--- src/rtl/irq_ctrl_multi.sv ---
// rtl/irq_ctrl_multi.sv - multi-channel synchronised, debounced, mode-selectable interrupt controller
module irq_ctrl_multi #(
  parameter  int NUM_CH      = 4,
  parameter  int CLK_FREQ_HZ = 100_000_000,
  parameter  int DEBOUNCE_MS = 1,
  localparam int ID_W        = (NUM_CH > 1) ? $clog2(NUM_CH) : 1
) (
  input  logic                  clk,
  input  logic                  resetn,
  input  logic [NUM_CH-1:0]     irq_in,
  input  logic [NUM_CH-1:0]     ch_enable,
  input  logic [2*NUM_CH-1:0]   ch_mode,
  input  logic [NUM_CH-1:0]     pend_clr,
  output logic [NUM_CH-1:0]     irq_pending,
  output logic [NUM_CH-1:0]     irq_pulse,
  output logic                  irq_out,
  output logic [ID_W-1:0]       irq_id
);

  localparam int DEBOUNCE_COUNT = (CLK_FREQ_HZ / 1000) * DEBOUNCE_MS;
  localparam int CNT_W          = $clog2(DEBOUNCE_COUNT + 1);
  localparam logic [CNT_W-1:0] DB_MAX = CNT_W'(DEBOUNCE_COUNT);

  localparam logic [1:0] MODE_RISE  = 2'b00;
  localparam logic [1:0] MODE_FALL  = 2'b01;
  localparam logic [1:0] MODE_BOTH  = 2'b10;
  localparam logic [1:0] MODE_LEVEL = 2'b11;

  logic [NUM_CH-1:0] r_sync1;
  logic [NUM_CH-1:0] r_sync2;
  logic [NUM_CH-1:0] r_stable;
  logic [NUM_CH-1:0] r_stable_d1;
  logic [CNT_W-1:0]  r_cnt [NUM_CH];
  logic [NUM_CH-1:0] r_pending;
  logic [NUM_CH-1:0] r_pulse;
  logic              r_out;
  logic [ID_W-1:0]   r_id;

  logic [NUM_CH-1:0] w_rise;
  logic [NUM_CH-1:0] w_fall;
  logic [NUM_CH-1:0] w_event;
  logic [NUM_CH-1:0] w_masked;
  logic [ID_W-1:0]   w_id;

  always_ff @(posedge clk or negedge resetn) begin
    if (!resetn) begin
      r_sync1 <= '0;
      r_sync2 <= '0;
    end else begin
      r_sync1 <= irq_in;
      r_sync2 <= r_sync1;
    end
  end

  // A new level is accepted only after DEBOUNCE_COUNT+1 consecutive differing samples
  always_ff @(posedge clk or negedge resetn) begin
    if (!resetn) begin
      r_stable    <= '0;
      r_stable_d1 <= '0;
      for (int i = 0; i < NUM_CH; i++) begin
        r_cnt[i] <= '0;
      end
    end else begin
      r_stable_d1 <= r_stable;
      for (int i = 0; i < NUM_CH; i++) begin
        if (r_sync2[i] == r_stable[i]) begin
          r_cnt[i] <= '0;
        end else if (r_cnt[i] == DB_MAX) begin
          r_stable[i] <= r_sync2[i];
          r_cnt[i]    <= '0;
        end else begin
          r_cnt[i] <= r_cnt[i] + CNT_W'(1);
        end
      end
    end
  end

  assign w_rise = r_stable & ~r_stable_d1;
  assign w_fall = ~r_stable & r_stable_d1;

  always_comb begin
    w_event = '0;
    for (int i = 0; i < NUM_CH; i++) begin
      case (ch_mode[2*i +: 2])
        MODE_RISE:  w_event[i] = w_rise[i];
        MODE_FALL:  w_event[i] = w_fall[i];
        MODE_BOTH:  w_event[i] = w_rise[i] | w_fall[i];
        MODE_LEVEL: w_event[i] = r_stable[i];
        default:    w_event[i] = 1'b0;
      endcase
    end
  end

  assign w_masked = r_pending & ch_enable;

  // Scan downwards so the lowest active index is the last one written
  always_comb begin
    w_id = '0;
    for (int i = NUM_CH - 1; i >= 0; i--) begin
      if (w_masked[i]) begin
        w_id = ID_W'(i);
      end
    end
  end

  always_ff @(posedge clk or negedge resetn) begin
    if (!resetn) begin
      r_pending <= '0;
      r_pulse   <= '0;
      r_out     <= 1'b0;
      r_id      <= '0;
    end else begin
      r_pending <= (r_pending & ~pend_clr) | (w_event & ch_enable);
      r_pulse   <= w_event & ch_enable;
      r_out     <= |w_masked;
      r_id      <= w_id;
    end
  end

  assign irq_pending = r_pending;
  assign irq_pulse   = r_pulse;
  assign irq_out     = r_out;
  assign irq_id      = r_id;

endmodule
--- config.mk ---
export PLATFORM = sky130hd
export DESIGN_NAME = irq_ctrl_multi
export DESIGN_NICKNAME = d
export VERILOG_FILES = /design/src/rtl/irq_ctrl_multi.sv
export SDC_FILE = /design/constraint.sdc
export NUM_CORES = 1
export LEC_CHECK = 0
export BUFFER_PORTS_ARGS = -buffer_cell sky130_fd_sc_hd__buf_2
export CORE_MARGIN = 4
export CORE_UTILIZATION = 48
export DETAILED_ROUTE_END_ITERATION = 10
export GPL_TIMING_DRIVEN = 0
export PLACE_DENSITY = 0.75
export SYNTH_ARGS = -nofsm -noshare
export SYNTH_HDL_FRONTEND = slang
export SYNTH_SLANG_ARGS = --single-unit
--- constraint.sdc ---
create_clock -name clk -period 1.8 [get_ports clk]
set_input_delay 0.18 -clock clk [delete_from_list [all_inputs] [get_ports clk]]
set_output_delay 0.18 -clock clk [all_outputs]
set_load 0.005 [all_outputs]
# Yosys cells after proc, flatten, opt, wreduce, memory -nomap -nowiden
# Cells that the tools add are included.
# classes
n_reduce_logical	9
bitwise_logic	17
add_sub_neg	4
n_eq_ne	20
muxes	16
# op_table
cell	n
17-bit two-way mux	8
17-bit by 1-bit adder with 17-bit output, second input constant	4
17-bit == test, second input constant	4
4-bit bitwise AND	5
2-bit == test, second input constant	8
1-bit case mux with 4 select lines	4
4-bit inverter	3
2-bit by 1-bit == test with 1-bit output, second input constant	4
2-bit logical NOT	4
2-bit two-way mux	4
2-bit AND reduction	4
1-bit == test	4
1-bit inverter	4
1-bit bitwise OR	4
4-bit bitwise OR	1
4-bit OR reduction	1
# totals
ff_bits	95

# Depth between registers and ports, before layout
# depth
word_depth	6
ltp_mapped	7
ltp_nobuf	6

# Worst setup path after synthesis
# No wires, ideal clock.
# synth_timing
kind	reg-to-reg
start	register r_cnt[0] (netlist name)
end	register r_cnt[16] (netlist name)
period_less_slack_ps	1667
n_path_buf	0
required_ps	1722
path_stages_with_launch	6
arrival_ps	1590
setup_ps	78
setup_slack_ps	133
cell_sequence	dfrtp_1 -> ha_1 -> nand3_1 -> or2_1 -> or4_1 -> a21oi_1
# synth_via
elab_chain_cells	3
elab_cells_between_ends	4
# synth_rtl
item	line_no	rtl
start, declared	33	logic [CNT_W-1:0] r_cnt [NUM_CH];
start signal, assigned by index	72	r_cnt[i] <= r_cnt[i] + CNT_W'(1);
17-bit by 1-bit adder with 17-bit output / 17-bit == test (equally long branches)	72, 68	
17-bit two-way mux *	68	end else if (r_cnt[i] == DB_MAX) begin
17-bit two-way mux *	66	if (r_sync2[i] == r_stable[i]) begin
# Mark *: on every way between the ends. The rest lies on a longest branch, timed or not.
# A chain may end at the register's enable or synchronous reset.

# Worst setup path after layout
# layout_timing
start	register r_stable[3]
end	register r_pending[3] (netlist: irq_pending[3])
# layout_via
elab_chain_cells	6
elab_cells_between_ends	7
# layout_rtl
item	line_no	rtl
start, declared	31	logic [NUM_CH-1:0] r_stable;
start signal, assigned by index	69	r_stable[i] <= r_sync2[i];
4-bit inverter	79	assign w_fall = ~r_stable & r_stable_d1;
4-bit bitwise AND	79	
1-bit bitwise OR	87	MODE_BOTH: w_event[i] = w_rise[i] | w_fall[i];
1-bit case mux with 4 select lines *	84	case (ch_mode[2*i +: 2])
4-bit bitwise AND *	113	r_pending <= (r_pending & ~pend_clr) | (w_event & ch_enable);
4-bit bitwise OR *	113	
end signal, assigned	113	
end, declared	34	logic [NUM_CH-1:0] r_pending;
# Marked as above.

==> results.md <==
- Gp weighted congestion: a little under 0.9
- Leakage power summed over all cells: 2.39 nW
- Floorplan die height: 106 um
- Wire length of the first global-routing pass: 15.4 mm
- TritonCTS clock tree: done
- Count of buffering cells on the critical path with inverters included: 2
- Most common cell after layout, fill and taps aside: sky130_fd_sc_hd__dfrtp_1
- Final TNS setup: 0 ns
- Antenna-violating nets left: 0
- Crit-path slowest cell: sky130_fd_sc_hd__mux4_2
- Crit Path Class: reg -> reg
- Detailed-router iteration count before antenna repair: 4
- Gr usage total: 16.7%
- First-iteration detailed-routing DRC count: between 100 and 150
- Cell area after synthesis: roughly 0.0046 sq mm
- CTS sink cnt: 95
- Longest individual stage delay on the worst path: 0.44 ns
- Worst Hold Margin: between 0.04 and 0.05 ns
- CP delay by family, top: multiplexers
- Cell-by-cell trace of the critical path: inv_1 -> ha_1 -> inv_1 -> mux4_2 -> and2_1 -> a21o_1
- Setup slack of the worst register-to-register path: between 0.06 and 0.07 ns
- Cts bufs inserted: 9
- Share of the core filled with cells: 57.9%
- Area of combinational cells with multiple inputs: 0.00215 sq mm
- Total number of vias: 3378
- Clock latency reported for the late side of the worst-skew pair: approximately 0.36 ns
- Initial antenna violation count: 0
- Post-Synthesis Cells: 432
- Peak-usage layer in the global routing report: met2
- Number of buffers on the longest clock path: 2
- Crit path capture type: flip-flop
- Clock slew at reported path FFs: 0.09 ns
- Proportion of synthesized chip area in sequential cells: 51.8%
- Type of the worst min-delay path: in -> reg
- Slew at the pin closest to its max-slew limit: approximately 0.48 ns
- Net Count, Synth: 470
- Final max-slew violation count: 0
- Max-cap violation count: 0
- Final setup skew: 0.0139 ns
- Port-buffer cells: 32
- Die X-Extent: 106 um
- Compound-Gate Fraction of Synth Area: approximately 2.8%
- Global-route met2 utilization: 27.8%
- Detail-routed net length per standard cell: 14.5 um
- Simple-gate share of the synthesized area: 24.2%
- Flop and latch count out of synthesis: between 90 and 100
- Maximum net fanout on the critical path: 6
- Share of final-layout standard cells stronger than drive strength 1: 20.0%
- Xor-xnor portion of the synthesized cell area: approximately 11%
- Core Area: approximately 0.0093 sq mm
- Site Rows: 35
- Maximum number of pins on one net before global-route repair: 60
- Initial Utilization: 49.5%
- Power per Cell Area: 735 mW/mm^2
- Most frequent CP cell: sky130_fd_sc_hd__inv_1
- Area enclosed by the die boundary: 0.0112 sq mm
- Setup repair after global routing missed its margin: no
- Share of synthesized cell area in full adder, half adder and majority cells: 4.36%
- Vias per Instance: 5.41
- Worst slew margin relative to its limit: around two thirds
- Main combinational cell family by area after synthesis: simple AND/OR/NAND/NOR gates
- Arrival time worst endpoint: 1.98 ns
- Top FF cell, synth: sky130_fd_sc_hd__dfrtp_1
- Ant diodes: 0
- Async SR Flop Fraction: 100%
- Total congestion overflow: 0
- Count of synthesis-stage warnings from yosys: 0
- Period utilisation layout: ~97%
- Mean cell area of the mapped netlist: between 10 and 15 sq um
- Library cell used as clock root buffer: sky130_fd_sc_hd__clkbuf_8
- Required @ worst endpoint: just over 2 ns
- Total chip power: ~0.0039 W
- Upper clock frequency limit: 575 MHz
- P&R area growth vs syn: 17.0%
- Multiplexer area fraction after synthesis: 2.94%
- Number of top-level pins: 33
- Filler cells: 817
- Setup-failing EPs final: 0
- Total wire length: between 9 and 10 mm
- Via count of the first global-routing pass: between 3000 and 4000
- Unique cell type count in the Yosys netlist: 40
- Worst VDD drop: ~0.00044 V
- Number of synthesized flops with an enable pin: 0
- Final count of hold timing violations: 0
- Top library cells by usage in the layout, fill and taps aside: sky130_fd_sc_hd__dfrtp_1 (88), sky130_fd_sc_hd__nor2_1 (62), sky130_fd_sc_hd__buf_2 (32)
- Met3 usage: 3.61%
- Fraction of met1 tracks used by global routing: 21.6%
- Register area: 0.00239 sq mm
- HPWL after detailed placement: 6.33 mm
- Result of the run: finished, final reports clean
- Remaining routing DRC violations: 0
- # H-tree levels: 3
- Post-route minimum period: 1.74 ns
- Count of nets after finishing: 529
- Critical path startpoint category: flip-flop
[per-stage QoR]
stage	cells	instance area [sq um]	worst slack [ns]
finish	624	5370	0.0614
global route	624	5370	0.00634
CTS	615	5230	0.000258
detailed placement	594	4940	-0.226
global placement	593	4910	-0.338
floorplan	432	4590	0.133
[area by class of cell]
class	count	area share [%]
Sequential cell	95	44.4
Multi-Input combinational cell	302	40.0
Timing Repair Buffer	48	5.87
Tap cell	129	3.00
Clock buffer	9	2.31
Inverter	29	2.03
Clock inverter	6	1.70
Buffer	6	0.675
[path summary, 6_finish.rpt]
check,startpoint,end,cells after the start
setup / recovery,r_stable[3],irq_pending[3],6
hold / removal,ch_enable[0],irq_id[0],2
setup reg to reg,r_stable[3],irq_pending[3],6
hold reg to reg,r_sync1[1],r_sync2[1],0
max in group asynchronous,resetn,r_cnt[34],3
min in group asynchronous,resetn,irq_pending[2],2
[power by group]
part           total (W)  switching (W)  leakage [nW]  internal [W]
Combinational   0.000208       0.000118         0.993     0.0000893
Clock            0.00153       0.000747         0.110      0.000785
Sequential       0.00221      0.0000445          1.29       0.00216
Total            0.00395       0.000910          2.39       0.00304
[metal layers]
layer / share of wire (%) / routed length [um]
met1: 46 / 4170
met2: 48 / 4380
met3: 3.3 / 295
met4: 2.2 / 197
met5: 0 / 0
[sequential cells by signal, summed over array words and instances, names as in the netlist]
| signal | flops |
|---|---|
| r_cnt | 68 |
| irq_pending | 4 |
| irq_pulse | 4 |
| r_stable | 4 |
| r_stable_d1 | 4 |
| r_sync1 | 4 |
| r_sync2 | 4 |
| irq_id | 2 |
| irq_out | 1 |
[cells in the mapped netlist, types with 7 or more instances]
cell type,n,area [sq um]
sky130_fd_sc_hd__dfrtp_1,95,2380
sky130_fd_sc_hd__nor2_1,62,233
sky130_fd_sc_hd__xnor2_1,30,263
sky130_fd_sc_hd__inv_1,29,109
sky130_fd_sc_hd__xor2_1,28,245
sky130_fd_sc_hd__nand3_1,26,130
sky130_fd_sc_hd__nand4_1,23,144
sky130_fd_sc_hd__nand2_1,19,71.3
sky130_fd_sc_hd__ha_1,16,200
sky130_fd_sc_hd__nor4_1,13,81.3
sky130_fd_sc_hd__nor3_1,9,45.0
sky130_fd_sc_hd__and3_1,8,50.1
sky130_fd_sc_hd__nor4bb_1,8,80.1
sky130_fd_sc_hd__a21oi_1,7,35.0
[worst reg2reg max path: cells and delay by family, from the launching register on]
family | cells | cell delay, ns
AOI/OAI and AO/OA | 1 | 0.16
DFF | 1 | 0.43
adders and majority gates | 1 | 0.27
and+or+nand+nor | 1 | 0.22
buffers and inverters | 2 | 0.10
muxes | 1 | 0.44
[logic make-up (layout without fill, tap and decap cells)]
| group | after synthesis | in the layout |
|---|---|---|
| simple gates | 200 | 200 |
| flops | 95 | 95 |
| xor+xnor | 58 | 58 |
| buf+inv | 35 | 98 |
| compound gates | 20 | 20 |
| fa+ha+maj | 16 | 16 |
| mux | 8 | 8 |
[what timing repair did]
item	4_1_cts	5_1_grt
setup buffers	1	9
setup endpoints to repair	32	45
hold buffers	5	0
pin swaps	0	4
gates cloned	0	0
resized for setup	9	20
endpoints found under the hold margin	40	0
Power figures use the tool's default switching activity.
